## src/rtl/leaky_envelope_detector_if.sv

```systemverilog
// Sample/threshold bundle between the leaky integrator side and the
// envelope detector, plus the detector's event outputs.
interface leaky_envelope_detector_if #(
   parameter int W = 24
);
   logic signed [W-1:0] InSmooth;
   logic                InDv;
   logic signed [W-1:0] ThrHigh;
   logic signed [W-1:0] ThrLow;
   logic                Detect;
   logic                DetectRise;
   logic                DetectFall;
   logic signed [W-1:0] PeakOut;
   logic                PeakDv;

   modport master (
      output InSmooth, InDv, ThrHigh, ThrLow,
      input  Detect, DetectRise, DetectFall, PeakOut, PeakDv
   );

   modport slave (
      input  InSmooth, InDv, ThrHigh, ThrLow,
      output Detect, DetectRise, DetectFall, PeakOut, PeakDv
   );
endinterface

```

## src/rtl/leaky_envelope_detector.sv

```systemverilog
// Hysteresis event detector with on/off debounce and per-event peak
// capture on the smoothed envelope stream.
module leaky_envelope_detector #(
   parameter int WI       = 12,
   parameter int WF       = 12,
   parameter int HOLD_ON  = 4,
   parameter int HOLD_OFF = 8
) (
   input logic Clk,
   input logic RESET,
   leaky_envelope_detector_if.slave io
);
   localparam int W = WI + WF;
   localparam logic [7:0] ON_N  = 8'(HOLD_ON);
   localparam logic [7:0] OFF_N = 8'(HOLD_OFF);

   typedef enum logic [1:0] {
      S_IDLE,
      S_ARMING,
      S_ACTIVE,
      S_RELEASING
   } state_t;

   state_t              r_state;
   logic [7:0]          r_on_cnt;
   logic [7:0]          r_off_cnt;
   logic signed [W-1:0] r_peak;
   logic                r_detect;
   logic                r_rise;
   logic                r_fall;
   logic signed [W-1:0] r_pout;
   logic                r_pdv;

   state_t              w_state;
   logic [7:0]          w_on_cnt;
   logic [7:0]          w_off_cnt;
   logic signed [W-1:0] w_peak;
   logic                w_detect;
   logic                w_rise;
   logic                w_fall;
   logic signed [W-1:0] w_pout;
   logic                w_pdv;

   logic                w_above;
   logic                w_below;
   logic [7:0]          w_on_inc;
   logic [7:0]          w_off_inc;
   logic signed [W-1:0] w_peak_upd;

   // Signed threshold compares, saturating counter increments, running max
   always_comb begin
      w_above    = io.InSmooth >= io.ThrHigh;
      w_below    = io.InSmooth < io.ThrLow;
      w_on_inc   = (r_on_cnt == 8'hFF) ? 8'hFF : r_on_cnt + 8'd1;
      w_off_inc  = (r_off_cnt == 8'hFF) ? 8'hFF : r_off_cnt + 8'd1;
      w_peak_upd = (io.InSmooth > r_peak) ? io.InSmooth : r_peak;
   end

   // Next-state and output decode; only valid samples move the machine
   always_comb begin
      w_state   = r_state;
      w_on_cnt  = r_on_cnt;
      w_off_cnt = r_off_cnt;
      w_peak    = r_peak;
      w_detect  = r_detect;
      w_rise    = 1'b0;
      w_fall    = 1'b0;
      w_pout    = r_pout;
      w_pdv     = 1'b0;
      if (io.InDv) begin
         case (r_state)
            S_IDLE: begin
               if (w_above) begin
                  if (ON_N <= 8'd1) begin
                     w_state  = S_ACTIVE;
                     w_detect = 1'b1;
                     w_rise   = 1'b1;
                     w_peak   = io.InSmooth;
                     w_on_cnt = 8'd0;
                  end else begin
                     w_state  = S_ARMING;
                     w_on_cnt = 8'd1;
                  end
               end
            end
            S_ARMING: begin
               if (w_above) begin
                  if (w_on_inc >= ON_N) begin
                     w_state  = S_ACTIVE;
                     w_detect = 1'b1;
                     w_rise   = 1'b1;
                     w_peak   = io.InSmooth;
                     w_on_cnt = 8'd0;
                  end else begin
                     w_on_cnt = w_on_inc;
                  end
               end else begin
                  w_state  = S_IDLE;
                  w_on_cnt = 8'd0;
               end
            end
            S_ACTIVE: begin
               w_peak = w_peak_upd;
               if (w_below) begin
                  if (OFF_N <= 8'd1) begin
                     w_state   = S_IDLE;
                     w_detect  = 1'b0;
                     w_fall    = 1'b1;
                     w_pout    = w_peak_upd;
                     w_pdv     = 1'b1;
                     w_on_cnt  = 8'd0;
                     w_off_cnt = 8'd0;
                  end else begin
                     w_state   = S_RELEASING;
                     w_off_cnt = 8'd1;
                  end
               end
            end
            S_RELEASING: begin
               w_peak = w_peak_upd;
               if (w_below) begin
                  if (w_off_inc >= OFF_N) begin
                     w_state   = S_IDLE;
                     w_detect  = 1'b0;
                     w_fall    = 1'b1;
                     w_pout    = w_peak_upd;
                     w_pdv     = 1'b1;
                     w_on_cnt  = 8'd0;
                     w_off_cnt = 8'd0;
                  end else begin
                     w_off_cnt = w_off_inc;
                  end
               end else begin
                  w_state   = S_ACTIVE;
                  w_off_cnt = 8'd0;
               end
            end
            default: begin
               w_state   = S_IDLE;
               w_on_cnt  = 8'd0;
               w_off_cnt = 8'd0;
               w_detect  = 1'b0;
            end
         endcase
      end
   end

   // State, counters, peak and registered outputs
   always_ff @(posedge Clk or negedge RESET) begin
      if (!RESET) begin
         r_state   <= S_IDLE;
         r_on_cnt  <= 8'd0;
         r_off_cnt <= 8'd0;
         r_peak    <= '0;
         r_detect  <= 1'b0;
         r_rise    <= 1'b0;
         r_fall    <= 1'b0;
         r_pout    <= '0;
         r_pdv     <= 1'b0;
      end else begin
         r_state   <= w_state;
         r_on_cnt  <= w_on_cnt;
         r_off_cnt <= w_off_cnt;
         r_peak    <= w_peak;
         r_detect  <= w_detect;
         r_rise    <= w_rise;
         r_fall    <= w_fall;
         r_pout    <= w_pout;
         r_pdv     <= w_pdv;
      end
   end

   assign io.Detect     = r_detect;
   assign io.DetectRise = r_rise;
   assign io.DetectFall = r_fall;
   assign io.PeakOut    = r_pout;
   assign io.PeakDv     = r_pdv;
endmodule

```

## src/flat_wrapper.sv

```systemverilog
// flat-port wrapper written by rule: the top's interface ports become plain ports
module leaky_envelope_detector_flat 
#(
   parameter int WI       = 12,
   parameter int WF       = 12,
   parameter int HOLD_ON  = 4,
   parameter int HOLD_OFF = 8
)
  (Clk, RESET, io_InSmooth, io_InDv, io_ThrHigh, io_ThrLow, io_Detect, io_DetectRise, io_DetectFall, io_PeakOut, io_PeakDv);
  leaky_envelope_detector_if #(.W((WI + WF))) io_i ();
  input logic Clk;
  input logic RESET;
  input wire logic [$bits(io_i.InSmooth)-1:0] io_InSmooth;
  input wire logic [$bits(io_i.InDv)-1:0] io_InDv;
  input wire logic [$bits(io_i.ThrHigh)-1:0] io_ThrHigh;
  input wire logic [$bits(io_i.ThrLow)-1:0] io_ThrLow;
  output wire logic [$bits(io_i.Detect)-1:0] io_Detect;
  output wire logic [$bits(io_i.DetectRise)-1:0] io_DetectRise;
  output wire logic [$bits(io_i.DetectFall)-1:0] io_DetectFall;
  output wire logic [$bits(io_i.PeakOut)-1:0] io_PeakOut;
  output wire logic [$bits(io_i.PeakDv)-1:0] io_PeakDv;
  assign io_i.InSmooth = io_InSmooth;
  assign io_i.InDv = io_InDv;
  assign io_i.ThrHigh = io_ThrHigh;
  assign io_i.ThrLow = io_ThrLow;
  assign io_Detect = io_i.Detect;
  assign io_DetectRise = io_i.DetectRise;
  assign io_DetectFall = io_i.DetectFall;
  assign io_PeakOut = io_i.PeakOut;
  assign io_PeakDv = io_i.PeakDv;
  leaky_envelope_detector #(.WI(WI), .WF(WF), .HOLD_ON(HOLD_ON), .HOLD_OFF(HOLD_OFF)) u_core (.Clk(Clk), .RESET(RESET), .io(io_i));
endmodule
```

## config.mk

```make
export PLATFORM = sky130hd
export DESIGN_NAME = leaky_envelope_detector_flat
export DESIGN_NICKNAME = d
export VERILOG_FILES = /design/src/rtl/leaky_envelope_detector_if.sv /design/src/rtl/leaky_envelope_detector.sv /design/src/flat_wrapper.sv
export SDC_FILE = /design/constraint.sdc
export NUM_CORES = 1
export LEC_CHECK = 0
export CORE_MARGIN = 2
export CORE_UTILIZATION = 30
export CTS_BUF_LIST = sky130_fd_sc_hd__clkbuf_16
export CTS_CLUSTER_SIZE = 10
export DETAILED_ROUTE_END_ITERATION = 6
export PLACE_DENSITY = 0.49
export SLEW_MARGIN = 20
export SYNTH_ARGS = -nofsm -noshare
export SYNTH_HDL_FRONTEND = slang
export SYNTH_SLANG_ARGS = --single-unit
```

## constraint.sdc

```tcl
create_clock -name Clk -period 5.6 [get_ports Clk]
set_input_delay 1.12 -clock Clk [delete_from_list [all_inputs] [get_ports Clk]]
set_output_delay 1.12 -clock Clk [all_outputs]
set_load 0.02 [all_outputs]
```

# --- Word-level counts from Yosys, hierarchy flattened ---
# Index checks and enable logic that the tools add are counted.
word_totals:
  output_inout_bits: 28
  input_bits: 75
  ff_bits: 69
  elab_cells: 76
classes:
  n_mux: 36
  eq_ne: 13
  addsub: 2
  order_cmp: 5
  reduce_logical: 12
op_table:
  columns: ["op", "n"]
  rows:
  - ["$mux W8", 10]
  - ["$mux W24", 3]
  - ["$pmux W24 S2", 1]
  - ["$ge A24 B24 Y1", 1]
  - ["$gt A24 B24 Y1", 1]
  - ["$lt A24 B24 Y1", 1]
  - ["$pmux W8 S3", 1]
  - ["$add A8 B1 Y8 const B", 2]
  - ["$eq A8 B8 Y1 const B", 2]
  - ["$pmux W8 S2", 1]
  - ["$mux W1", 12]
  - ["$mux W2", 6]
  - ["$ne A2 B1 Y1 const B", 6]
  - ["$reduce_and A5 Y1", 2]
  - ["$ge A8 B3 Y1 const B", 1]
  - ["$ge A8 B4 Y1 const B", 1]
  - ["$pmux W2 S4", 1]
  - ["$reduce_and A4 Y1", 2]
  - ["$ne A3 B3 Y1 const B", 2]
  - ["$reduce_and A6 Y1", 1]
  - ["$reduce_bool A2 Y1", 3]
  - ["$eq A2 B2 Y1 const B", 2]
  - ["$reduce_and A3 Y1", 1]
  - ["$reduce_bool A3 Y1", 1]
  - ["other kinds (4)", 4]

# --- Logic depth before layout (Yosys ltp) ---
# Gate-level depths: netlist of run 1.
logic_depth:
  word_depth: 7
  depth_mapped: 12
  mapped_depth_nobuf: 11

# --- Worst setup path before layout of run 1 ---
# OpenSTA, ideal clock, no wires.
synth_timing:
  path_kind: "input-to-reg"
  startpoint: "input port io_InSmooth[15]"
  endpoint: "register u_core.r_peak[10]"
  setup_ns: 0.125
  setup_slack_ns: 1.952
  arrival_ns: 3.523
  required_time_ns: 5.475
  path_stages: 10
  n_path_buf: 2
  cell_sequence: "ha_1 -> nand4_1 -> or4_1 -> o31a_1 -> o31ai_1 -> mux2_4 -> o2bb2a_4 -> buf_6 -> buf_12 -> mux2_4"
synth_between:
  elab_chain_len: 3
  word_cells_on_any_way: 6
  classes_between: "2 x order compare; 1 x eq/ne; 2 x mux; 1 x reduce/logical"
synth_rtl:
  columns: ["element", "line_no", "source"]
  rows:
  - ["start, declared", "flat_wrapper.sv:13", "input wire logic [$bits(io_i.InSmooth)-1:0] io_InSmooth;"]
  - ["$ge A24 B24 Y1 or $gt A24 B24 Y1 (tied branches)", "leaky_envelope_detector.sv:52, leaky_envelope_detector.sv:56", null]
  - ["$ne A2 B1 Y1 (no source line) or $mux W24 (tied branches)", null, null]
  - ["$reduce_and A4 Y1 (no source line) or $pmux W24 S2 (tied branches)", null, null]
  - ["end signal, assigned", "leaky_envelope_detector.sv:164", "r_peak <= w_peak;"]
  - ["end, declared", "leaky_envelope_detector.sv:27", "logic signed [W-1:0] r_peak;"]
# Parallel ways exist; a longest one is shown, timed or not.
# A chain may end at the register's enable or synchronous reset.

# --- Worst setup path in the final report of run 1 ---
layout_timing:
  startpoint: "input port io_InSmooth[19]"
  endpoint: "register u_core.r_peak[0]"
# The elaborated chain is that of the path after synthesis.

==> impl_metrics.yaml, run 1 <==
status:
  status: "complete, no violations"
setup_path:
  critPathKind: "in2reg"
  crit_buf_inv: 1
  max_stage_delay_ns: 0.57
  cp_top_family: "compound AO/OA/AOI/OAI gates"
  ff2ff_setup_slack_ns: 2.15
  critPathArrivalTime_ns: 4.70
  worst-r2r-cell-count: 9
  critPathSlowestCell: "or4_1"
  r2r-end: "u_core.r_peak[0]$_DFFE_PN0P_"
  path_cells: "clkdlybuf4s50_1 > ha_1 > nand4_1 > or4_1 > o31a_1 > o31ai_1 > mux2_4 > o2bb2a_4 > mux2_2"
  worstSetupStartpointType: "primary input"
  cp_max_fo: 25
  reg2reg_from: "u_core.r_peak[19]$_DFFE_PN0P_"
  required_ns: 5.82
  end_kind: "flop"
cts:
  cts_tree: "done"
  cts.sinks: 69
  cts_buffers: 9
  cts_root_buf: "clkbuf_16"
  htree_levels: 3
  clock_latency_ns: 0.34
  cts_max_path_buffers: 2
  cts_hold_buf: 0
  post_cts.repair.setup_buffers: 0
  post_cts_resized: 0
  clkSlewWorstSetupHoldPaths_ns: 0.06
grt:
  grtUsageTotal_pct: 15.2
  overflow: 0
  grt_start_max_net_pins: 70
  grt_pass1_vias: 4224
  grt_pass1_wl_um: 21300
  grt_antenna_before_repair: 0
routing:
  num_vias: 3842
  drt_iter0_drc: 116
  drtAntennaViolNets: 0
  met3RoutedLength_um: 553
  wl_per_cell_um: 15.8
  top_layer_used: "met4"
  drt-total-wl_um: 12800
  via_per_inst: 4.72
  wirelength_met1_um: 5920
  drc: 0
  first_pass_iters: 4
  wl_met2_um: 6200
worst_hold_path:
  hp-class: "reg2reg"
  hold_depth: 1
  min_to: "u_core.io.PeakOut[18]$_DFFE_PN0P_"
  min_from: "u_core.io.PeakOut[18]$_DFFE_PN0P_"
die:
  die_h_um: 133
  ioPinCount: 103
  die_area_mm2: 0.0178
  start_util_pct: 30.5
  num_rows: 47
  die_x_um: 133
  fp.coreArea_mm2: 0.0165
logic_synthesis:
  ys.flop_type: "dfrtp_1"
  synth-edff-count: 0
  postSynth.asyncResetShare_pct: 100
  yosysSeqAreaShare_pct: 34.4
  syn_inst: 484
  synth_seq_cells: 69
  syn-num-nets: 632
  syn_avg_cell_area_um2: 10.4
  synth.distinct_cells: 50
  yosysWarningCount: 0
  synth_area_mm2: 0.00503
layout:
  final_layout_size_suffix_gt1_share_pct: 14.5
  area_delta_synth_final_pct: 29.0
  nets: 737
  final_common_cell: "clkdlybuf4s50_1"
  diodes: 0
  fillers: 1652
  fin_util_pct: 39.4
  final_cell_mix: "101 x clkdlybuf4s50_1, 76 x inv_1, 73 x ha_1, 69 x dfrtp_1, 44 x mux2_2"
place:
  hpwlAfterDp_um: 9750
  gp_congestion: 0.795
  port_buffers: 102
power_and_ir_drop:
  power_density_mw_per_mm2: 343
  p_leak_nw: 3.19
  vdd_drop_max_uv: 199
sta:
  fmax_mhz: 224
  worst_pin_slew_ns: 0.924
  fin_setup_tns_ns: 0
  maxSlewViolCount: 0
  slew_headroom_pct: 38.4
  period_needed_ns: 4.47
  setup_viol: 0
  fin_skew_ns: 0.00426
  final_hold_viol_count: 0
  fin_crit_sh_pct: 79.9
  grt_setup_unrepaired: "false"
run:
  cap_viol_max_count: 0
## layer usage
layer / track usage [%] / vias up
met3: 3.96 / 15
met5: 0 / -
met4: 4.14 / 0
met2: 26.2 / 74
met1: 18.9 / 1836
li1: - / 1917
## registers in the layout, indices dropped and copies added (netlist names)
name	flops
u_core.io.PeakDv	1
u_core.r_peak	24
u_core.r_on_cnt	8
u_core.r_state	2
u_core.r_off_cnt	8
u_core.io.PeakOut	24
u_core.io.DetectRise	1
u_core.io.Detect	1
## worst max-delay path by stage
stage | to | cells past startpoint | from | slack, ns
floorplan | u_core.r_peak[10]$_DFFE_PN0P_ | 10 | io_InSmooth[15] | 1.95
finish | u_core.r_peak[0]$_DFFE_PN0P_ | 9 | io_InSmooth[19] | 1.13
global placement | u_core.r_peak[3]$_DFFE_PN0P_ | 9 | io_InSmooth[19] | 0.88
CTS | u_core.r_peak[0]$_DFFE_PN0P_ | 9 | io_InSmooth[19] | 1.16
global route | u_core.r_peak[0]$_DFFE_PN0P_ | 9 | io_InSmooth[19] | 1.01
detailed placement | u_core.r_peak[0]$_DFFE_PN0P_ | 9 | io_InSmooth[19] | 0.80
## logic make-up after synthesis
kind of cell | share of synthesized area [%]
compound gates | 11.3
xor+xnor | 0.324
fa+ha+maj | 18.2
buf+inv | 7.59
flops | 34.4
mux | 18.4
simple gates | 9.86
## worst reg2reg max path, cell delays in order, from the launching register on
cell and delay (ns):
dfrtp_1 0.36, inv_1 0.05, ha_1 0.30, nand4_1 0.23, or4_1 0.57, o31a_1 0.26, o31ai_1 0.09, mux2_4 0.50
o2bb2a_4 0.56, mux2_2 0.41
## power by group
part           internal [mW]  switching, mW  total, mW
clock network          0.292          0.217      0.509
registers              0.617          0.110      0.727
logic                  0.539          0.447      0.987
total                   1.45          0.774       2.22
## synthesized netlist by cell type (3+ instances only)
library cell | count | share of area, %
ha_1 | 73 | 18
mux2_4 | 21 | 6.3
nand3_1 | 13 | 1.3
mux2_2 | 44 | 9.9
dfrtp_1 | 69 | 34
inv_1 | 74 | 5.5
o21ai_0 | 16 | 1.6
and2_1 | 15 | 1.9
buf_6 | 3 | 0.67
a21oi_1 | 37 | 3.7
o31a_1 | 4 | 0.70
nor2b_1 | 3 | 0.37
mux2_1 | 10 | 2.2
nor3_1 | 8 | 0.80
nand2_1 | 21 | 1.6
buf_4 | 3 | 0.45
nor2_1 | 10 | 0.75
o21a_1 | 3 | 0.45
a21o_1 | 7 | 1.0
nand4_1 | 13 | 1.6
## cell type report
class	instances	area (um^2)	share of cell area [%]
multi-input cells	331	2920	45.0
flip-flops and latches	69	1730	26.6
repair buffers	103	1020	15.8
inverters	75	282	4.34
well taps	220	275	4.24
clock buffers	9	225	3.47
clock inverters	7	35.0	0.540
## through the flow
step / instances / setup WS [ns] / total power, mW / hold WS, ns / area [um^2]
after global placement: 798 / 0.884 / 1.71 / 0.470 / 6220
after global routing: 814 / 1.01 / 2.40 / 0.512 / 6480
after CTS: 814 / 1.16 / 2.25 / 0.498 / 6480
final: 814 / 1.13 / 2.22 / 0.490 / 6480
after detailed placement: 798 / 0.804 / 1.72 / 0.474 / 6220
after floorplan: 484 / 1.95 / 1.48 / 0.476 / 5030
No activity file was read; power rests on OpenSTA's default activity.
==> inputs of run 2 (changes only) <==
Settings changed: PLACE_DENSITY 0.49 to 0.51.
Clock period 5.6 ns to 4 ns, I/O delays scaled along.
==> run 2 against run 1 <==
Sequential power increased by 39%; sequential cell count unchanged; critical path depth unchanged; routed wire length is 0.26% lower; worst hold slack better by 0.00055 ns; register-to-register slack worse by 1.3 ns; highest routed layer unchanged.
==> impl_metrics.yaml, run 2 (same netlist as run 1, synthesis figures left out) <==
status:
  status: "complete, no violations"
setup_path:
  ff2ff_setup_slack_ns: 0.81
  worstSetupStartpointType: "primary input"
  critPathSlowestCell: "or4_1"
  worst-r2r-cell-count: 9
  reg2reg_from: "u_core.r_peak[19]$_DFFE_PN0P_"
  cp_max_fo: 24
  path_cells: "clkdlybuf4s50_1 > ha_1 > nand4_1 > or4_1 > o31a_1 > o31ai_1 > mux2_4 > o2bb2a_4 > mux2_2"
  critPathKind: "in2reg"
  required_ns: 4.22
  max_stage_delay_ns: 0.57
  r2r-end: "u_core.r_peak[3]$_DFFE_PN0P_"
  critPathArrivalTime_ns: 3.94
  end_kind: "flop"
cts:
  post_cts_resized: 0
  clkSlewWorstSetupHoldPaths_ns: 0.06
  post_cts.repair.setup_buffers: 0
  cts_root_buf: "clkbuf_16"
  cts_hold_buf: 0
  cts_tree: "done"
  cts_max_path_buffers: 2
  clock_latency_ns: 0.34
  cts_buffers: 9
  cts.sinks: 69
  htree_levels: 3
die:
  ioPinCount: 103
  fp.coreArea_mm2: 0.0165
  die_x_um: 133
  num_rows: 47
  die_area_mm2: 0.0178
  start_util_pct: 30.5
  die_h_um: 133
grt:
  overflow: 0
  grtUsageTotal_pct: 15.3
  grt_pass1_wl_um: 21400
  grt_start_max_net_pins: 37
  grt_antenna_before_repair: 0
  grt_pass1_vias: 4122
layout:
  area_delta_synth_final_pct: 34.4
  diodes: 0
  final_common_cell: "clkdlybuf4s50_1"
  nets: 762
  fillers: 1618
  final_layout_size_suffix_gt1_share_pct: 18.1
  multi_input_area_mm2: 0.00292
  final_cell_count_no_fill: 838
  register_area_mm2: 0.00173
  final_cell_mix: "101 x clkdlybuf4s50_1, 75 x inv_1, 73 x ha_1, 69 x dfrtp_1, 44 x mux2_2"
routing:
  drc: 0
  first_pass_iters: 7
  wl_per_cell_um: 15.3
  drt-total-wl_um: 12800
  num_vias: 3946
  via_per_inst: 4.71
  drt_iter0_drc: 117
  drtAntennaViolNets: 0
place:
  port_buffers: 102
  hpwlAfterDp_um: 10200
  gp_congestion: 0.821
  dp.cells: 823
  dpl_worst_slack_ns: -0.0701
worst_hold_path:
  min_to: "u_core.io.PeakOut[16]$_DFFE_PN0P_"
  min_from: "u_core.io.PeakOut[16]$_DFFE_PN0P_"
  hp-class: "reg2reg"
  hold_depth: 1
sta:
  setup_viol: 0
  period_needed_ns: 3.72
  maxSlewViolCount: 0
  fin_skew_ns: 0.00913
  final_hold_viol_count: 0
  slew_headroom_pct: 41.4
  worst_pin_slew_ns: 0.878
  fmax_mhz: 269
  grt_setup_unrepaired: "false"
  fin_crit_sh_pct: 93.1
  setup_slack_ns: 0.277
power_and_ir_drop:
  power_density_mw_per_mm2: 489
  vdd_drop_max_uv: 265
  p_leak_nw: 3.34
run:
  cap_viol_max_count: 0
[run 2: changes by cell type in the layout (fill, tap and decap cells not counted), sizes merged]
cell	before	now
clkinv	3	4
bufinv	0	1
buf	2	27
inv	77	76
clkinvlp	2	0
[run 2: worst max path at each step]
stage / from / to / slack, ns / depth (start not counted)
after detailed placement: io_InSmooth[9] / u_core.r_peak[2]$_DFFE_PN0P_ / -0.07 / 9
after global placement: io_InSmooth[9] / u_core.r_peak[3]$_DFFE_PN0P_ / -0.04 / 9
after floorplan: io_InSmooth[15] / u_core.r_peak[10]$_DFFE_PN0P_ / 0.67 / 10
after global routing: io_InSmooth[9] / u_core.r_on_cnt[7]$_DFFE_PN0P_ / 0.09 / 11
final: io_InSmooth[9] / u_core.r_peak[3]$_DFFE_PN0P_ / 0.28 / 9
after CTS: io_InSmooth[9] / u_core.r_peak[0]$_DFFE_PN0P_ / 0.25 / 9
[run 2: worst max-delay path: cells and delay by family]
family,cells,cell delay [ns]
compound gates,3,0.83
mux,2,0.74
simple gates,2,0.70
buf+inv,1,0.51
fa+ha+maj,1,0.35
[run 2: layer usage]
layer | up-vias | routed length (um) | track usage [%]
met1 | 1883 | 6150 | 20.0
li1 | 1976 | - | -
met5 | - | 0 | 0
met3 | 12 | 460 | 2.66
met4 | 0 | 168 | 5.14
met2 | 75 | 6020 | 25.8
[run 2: through the flow]
stage	hold WS [ns]	power (mW)	utilization (%)	area (um^2)	setup TNS, ns
6_report	0.491	3.30	41.0	6760	0
5_1_grt	0.513	3.56	41.0	6760	0
4_1_cts	0.493	3.34	41.0	6760	0
3_5_place_dp	0.478	2.54	39.3	6470	-0.906
3_3_place_gp	0.476	2.51	39.3	6470	-0.140
2_1_floorplan	0.476	2.08	-	5030	0
[run 2: power by group]
part	switching, mW	leakage [nW]	internal (mW)
Clock	0.306	0.144	0.473
Sequential	0.149	0.902	0.864
Combinational	0.650	2.30	0.859
Total	1.10	3.34	2.20
[run 2: layout make-up]
type	instances	share of cell area [%]
clock inverter	6	0.833
timing repair buffer	128	18.9
inverter	75	4.17
tap	220	4.07
multi-input combinational	331	43.2
sequential	69	25.6
clock buffer	9	3.33
==> inputs of run 3 (changes only) <==
Settings changed: ABC_AREA from default to 1, PLACE_DENSITY 0.51 to 0.5.
==> run 3 against run 2 <==
Global-route usage grew 1.2 points; first-iteration DRC count grew 130%; clock skew decreased by 0.0014 ns; clock power is 0.8% lower; combinational power is 44% higher; sequential share of layout area decreased by 1.9 points; critical endpoint is now u_core.r_peak[4]$_DFFE_PN0P_.
==> impl_metrics.yaml, run 3 <==
status:
  status: "complete, no violations"
setup_path:
  cp_max_fo: 17
  worstSetupStartpointType: "primary input"
  required_ns: 4.22
  cpMostUsedCell: "nand2_1"
  critPathArrivalTime_ns: 3.42
  critPathKind: "in2reg"
  path_cells: "clkdlybuf4s50_1 > ha_1 > nand2_1 > nor2_2 > nand2_2 > nor3_4 > nand2_1 > nand2_1 > nand2_1 > nand4_2 > nand4_2 > buf_12 > nand2_1 > nand2_1"
  max_stage_delay_ns: 0.51
  critPathSlowestCell: "clkdlybuf4s50_1"
  end_kind: "flop"
logic_synthesis:
  synthTopCellsByArea: "dfrtp_1 30%, nand2_1 22%, ha_1 16%"
  syn-num-nets: 1009
  synthMuxAreaShare_pct: 0
  synthAdderAreaFrac_pct: 16.0
  yosysSeqAreaShare_pct: 30.3
  ys.flop_type: "dfrtp_1"
  synthMostInstantiatedCell: "nand2_1"
  synth.top_cell.area_share_pct: 30.3
  synth_top_family_by_area: "simple AND/OR/NAND/NOR gates"
  synth_area_mm2: 0.00570
  netlist_top_cells_count: "335 x nand2_1, 156 x inv_1, 73 x ha_1, 69 x dfrtp_1, 68 x nand3_1"
  yosys.area.top_type: "dfrtp_1"
  syn_avg_cell_area_um2: 6.61
  synth-compound-area-share_pct: 6.02
  synth_xor_area_share_pct: 0.308
  syn_inst: 861
  synth_seq_cells: 69
  synth-edff-count: 0
  synth.distinct_cells: 33
  yosysWarningCount: 0
  postSynth.asyncResetShare_pct: 100
  synthSimpleGateAreaFrac_pct: 34.6
layout:
  area_delta_synth_final_pct: 28.2
  diodes: 0
  register_area_mm2: 0.00173
  multi_input_area_mm2: 0.00325
  final_cell_mix: "335 x nand2_1, 156 x inv_1, 101 x clkdlybuf4s50_1, 73 x ha_1, 69 x dfrtp_1"
  final_layout_size_suffix_gt1_share_pct: 4.32
  nets: 1116
  fillers: 2003
  design_area_mm2: 0.00730
  final_common_cell: "nand2_1"
routing:
  via_per_inst: 4.49
  wl_per_cell_um: 13.0
  first_pass_iters: 5
  drc: 0
  num_vias: 5415
  drt_iter0_drc: 270
  drtAntennaViolNets: 0
  drt-total-wl_um: 15700
die:
  die_h_um: 142
  die_x_um: 142
  fp.coreArea_mm2: 0.0186
  ioPinCount: 103
  die_area_mm2: 0.0201
  start_util_pct: 30.6
  num_rows: 50
grt:
  overflow: 0
  grt_pass1_vias: 5341
  grtUsageTotal_pct: 16.5
  grt_start_max_net_pins: 70
  grt_antenna_before_repair: 0
  grt_pass1_wl_um: 26100
power_and_ir_drop:
  power_density_mw_per_mm2: 553
  p_leak_nw: 4.19
  vdd_drop_max_uv: 293
sta:
  fin_setup_tns_ns: 0
  fin_skew_ns: 0.00776
  setup_viol: 0
  slew_headroom_pct: 38.3
  final_hold_viol_count: 0
  fin_crit_sh_pct: 79.9
  hold_ws_ns: 0.477
  period_needed_ns: 3.20
  maxSlewViolCount: 0
  grt_setup_unrepaired: "false"
  worst_pin_slew_ns: 0.926
  fmax_mhz: 313
place:
  port_buffers: 102
  hpwlAfterDp_um: 12200
  gp_congestion: 0.829
  place_area_mm2: 0.00702
cts:
  cts_buffers: 9
  cts_max_path_buffers: 2
  cts_hold_buf: 0
  cts.sinks: 69
  post_cts.repair.setup_buffers: 0
  post_cts_resized: 0
  cts_tree: "done"
  clock_latency_ns: 0.34
  clkSlewWorstSetupHoldPaths_ns: 0.06
  cts_root_buf: "clkbuf_16"
  htree_levels: 3
run:
  cap_viol_max_count: 0
worst_hold_path:
  hp-class: "reg2reg"
[run 3: routing by layer]
layer / vias up / routed length (um) / track usage (%)
met1: 2408 / 7420 / 21.5
li1: 2886 / - / -
met3: 17 / 543 / 2.53
met4: 0 / 251 / 4.47
met2: 104 / 7450 / 28.5
met5: - / 0 / 0
[run 3: cells by family (layout without fill, tap and decap cells)]
family	Yosys count	in the layout
simple gates	474	474
buf+inv	178	289
fa+ha+maj	73	73
flops	69	69
compound gates	65	65
xor+xnor	2	2
[run 3: stage by stage]
stage / total power [mW] / cells / setup WS (ns) / utilization, %
final: 4.04 / 1206 / 0.804 / 39.2
after global routing: 4.46 / 1206 / 0.488 / 39.2
after CTS: 4.10 / 1206 / 0.755 / 39.2
after detailed placement: 3.30 / 1191 / 0.405 / 37.7
after global placement: 3.29 / 1191 / 0.433 / 37.7
after floorplan: 2.51 / 861 / 1.48 / -
[run 3: final timing paths]
check / from / to / slack, ns / cells after the start
max: io_InSmooth[23] / u_core.r_peak[4]$_DFFE_PN0P_ / 0.80 / 14
min: u_core.r_peak[21]$_DFFE_PN0P_ / u_core.r_peak[21]$_DFFE_PN0P_ / 0.48 / 2
max reg2reg: u_core.r_peak[23]$_DFFE_PN0P_ / u_core.r_peak[16]$_DFFE_PN0P_ / 1.52 / 16
min reg2reg: u_core.r_peak[21]$_DFFE_PN0P_ / u_core.r_peak[21]$_DFFE_PN0P_ / 0.48 / 2
max in group asynchronous: RESET / u_core.r_peak[4]$_DFFE_PN0P_ / 2.79 / 1
min in group asynchronous: RESET / u_core.r_off_cnt[6]$_DFFE_PN0P_ / 0.59 / 1
[run 3: final cells by class]
| class | count | area share [%] |
|---|---|---|
| multi-input combinational | 614 | 44.4 |
| timing repair buffer | 117 | 16.0 |
| clock buffer | 9 | 3.08 |
| clock inverter | 6 | 0.754 |
| sequential | 69 | 23.6 |
| inverter | 157 | 8.07 |
| tap | 234 | 4.01 |
[run 3: power by group]
group	switching (mW)	total (mW)	internal, mW
Sequential	0.145	1.08	0.938
Clock	0.301	0.773	0.472
Combinational	1.35	2.18	0.833
Total	1.80	4.04	2.24
[run 3: worst max-delay path: cells and delay by family]
| kind | cells | cell delay (ns) |
|---|---|---|
| simple gates | 11 | 1.39 |
| buf+inv | 2 | 0.78 |
| fa+ha+maj | 1 | 0.44 |
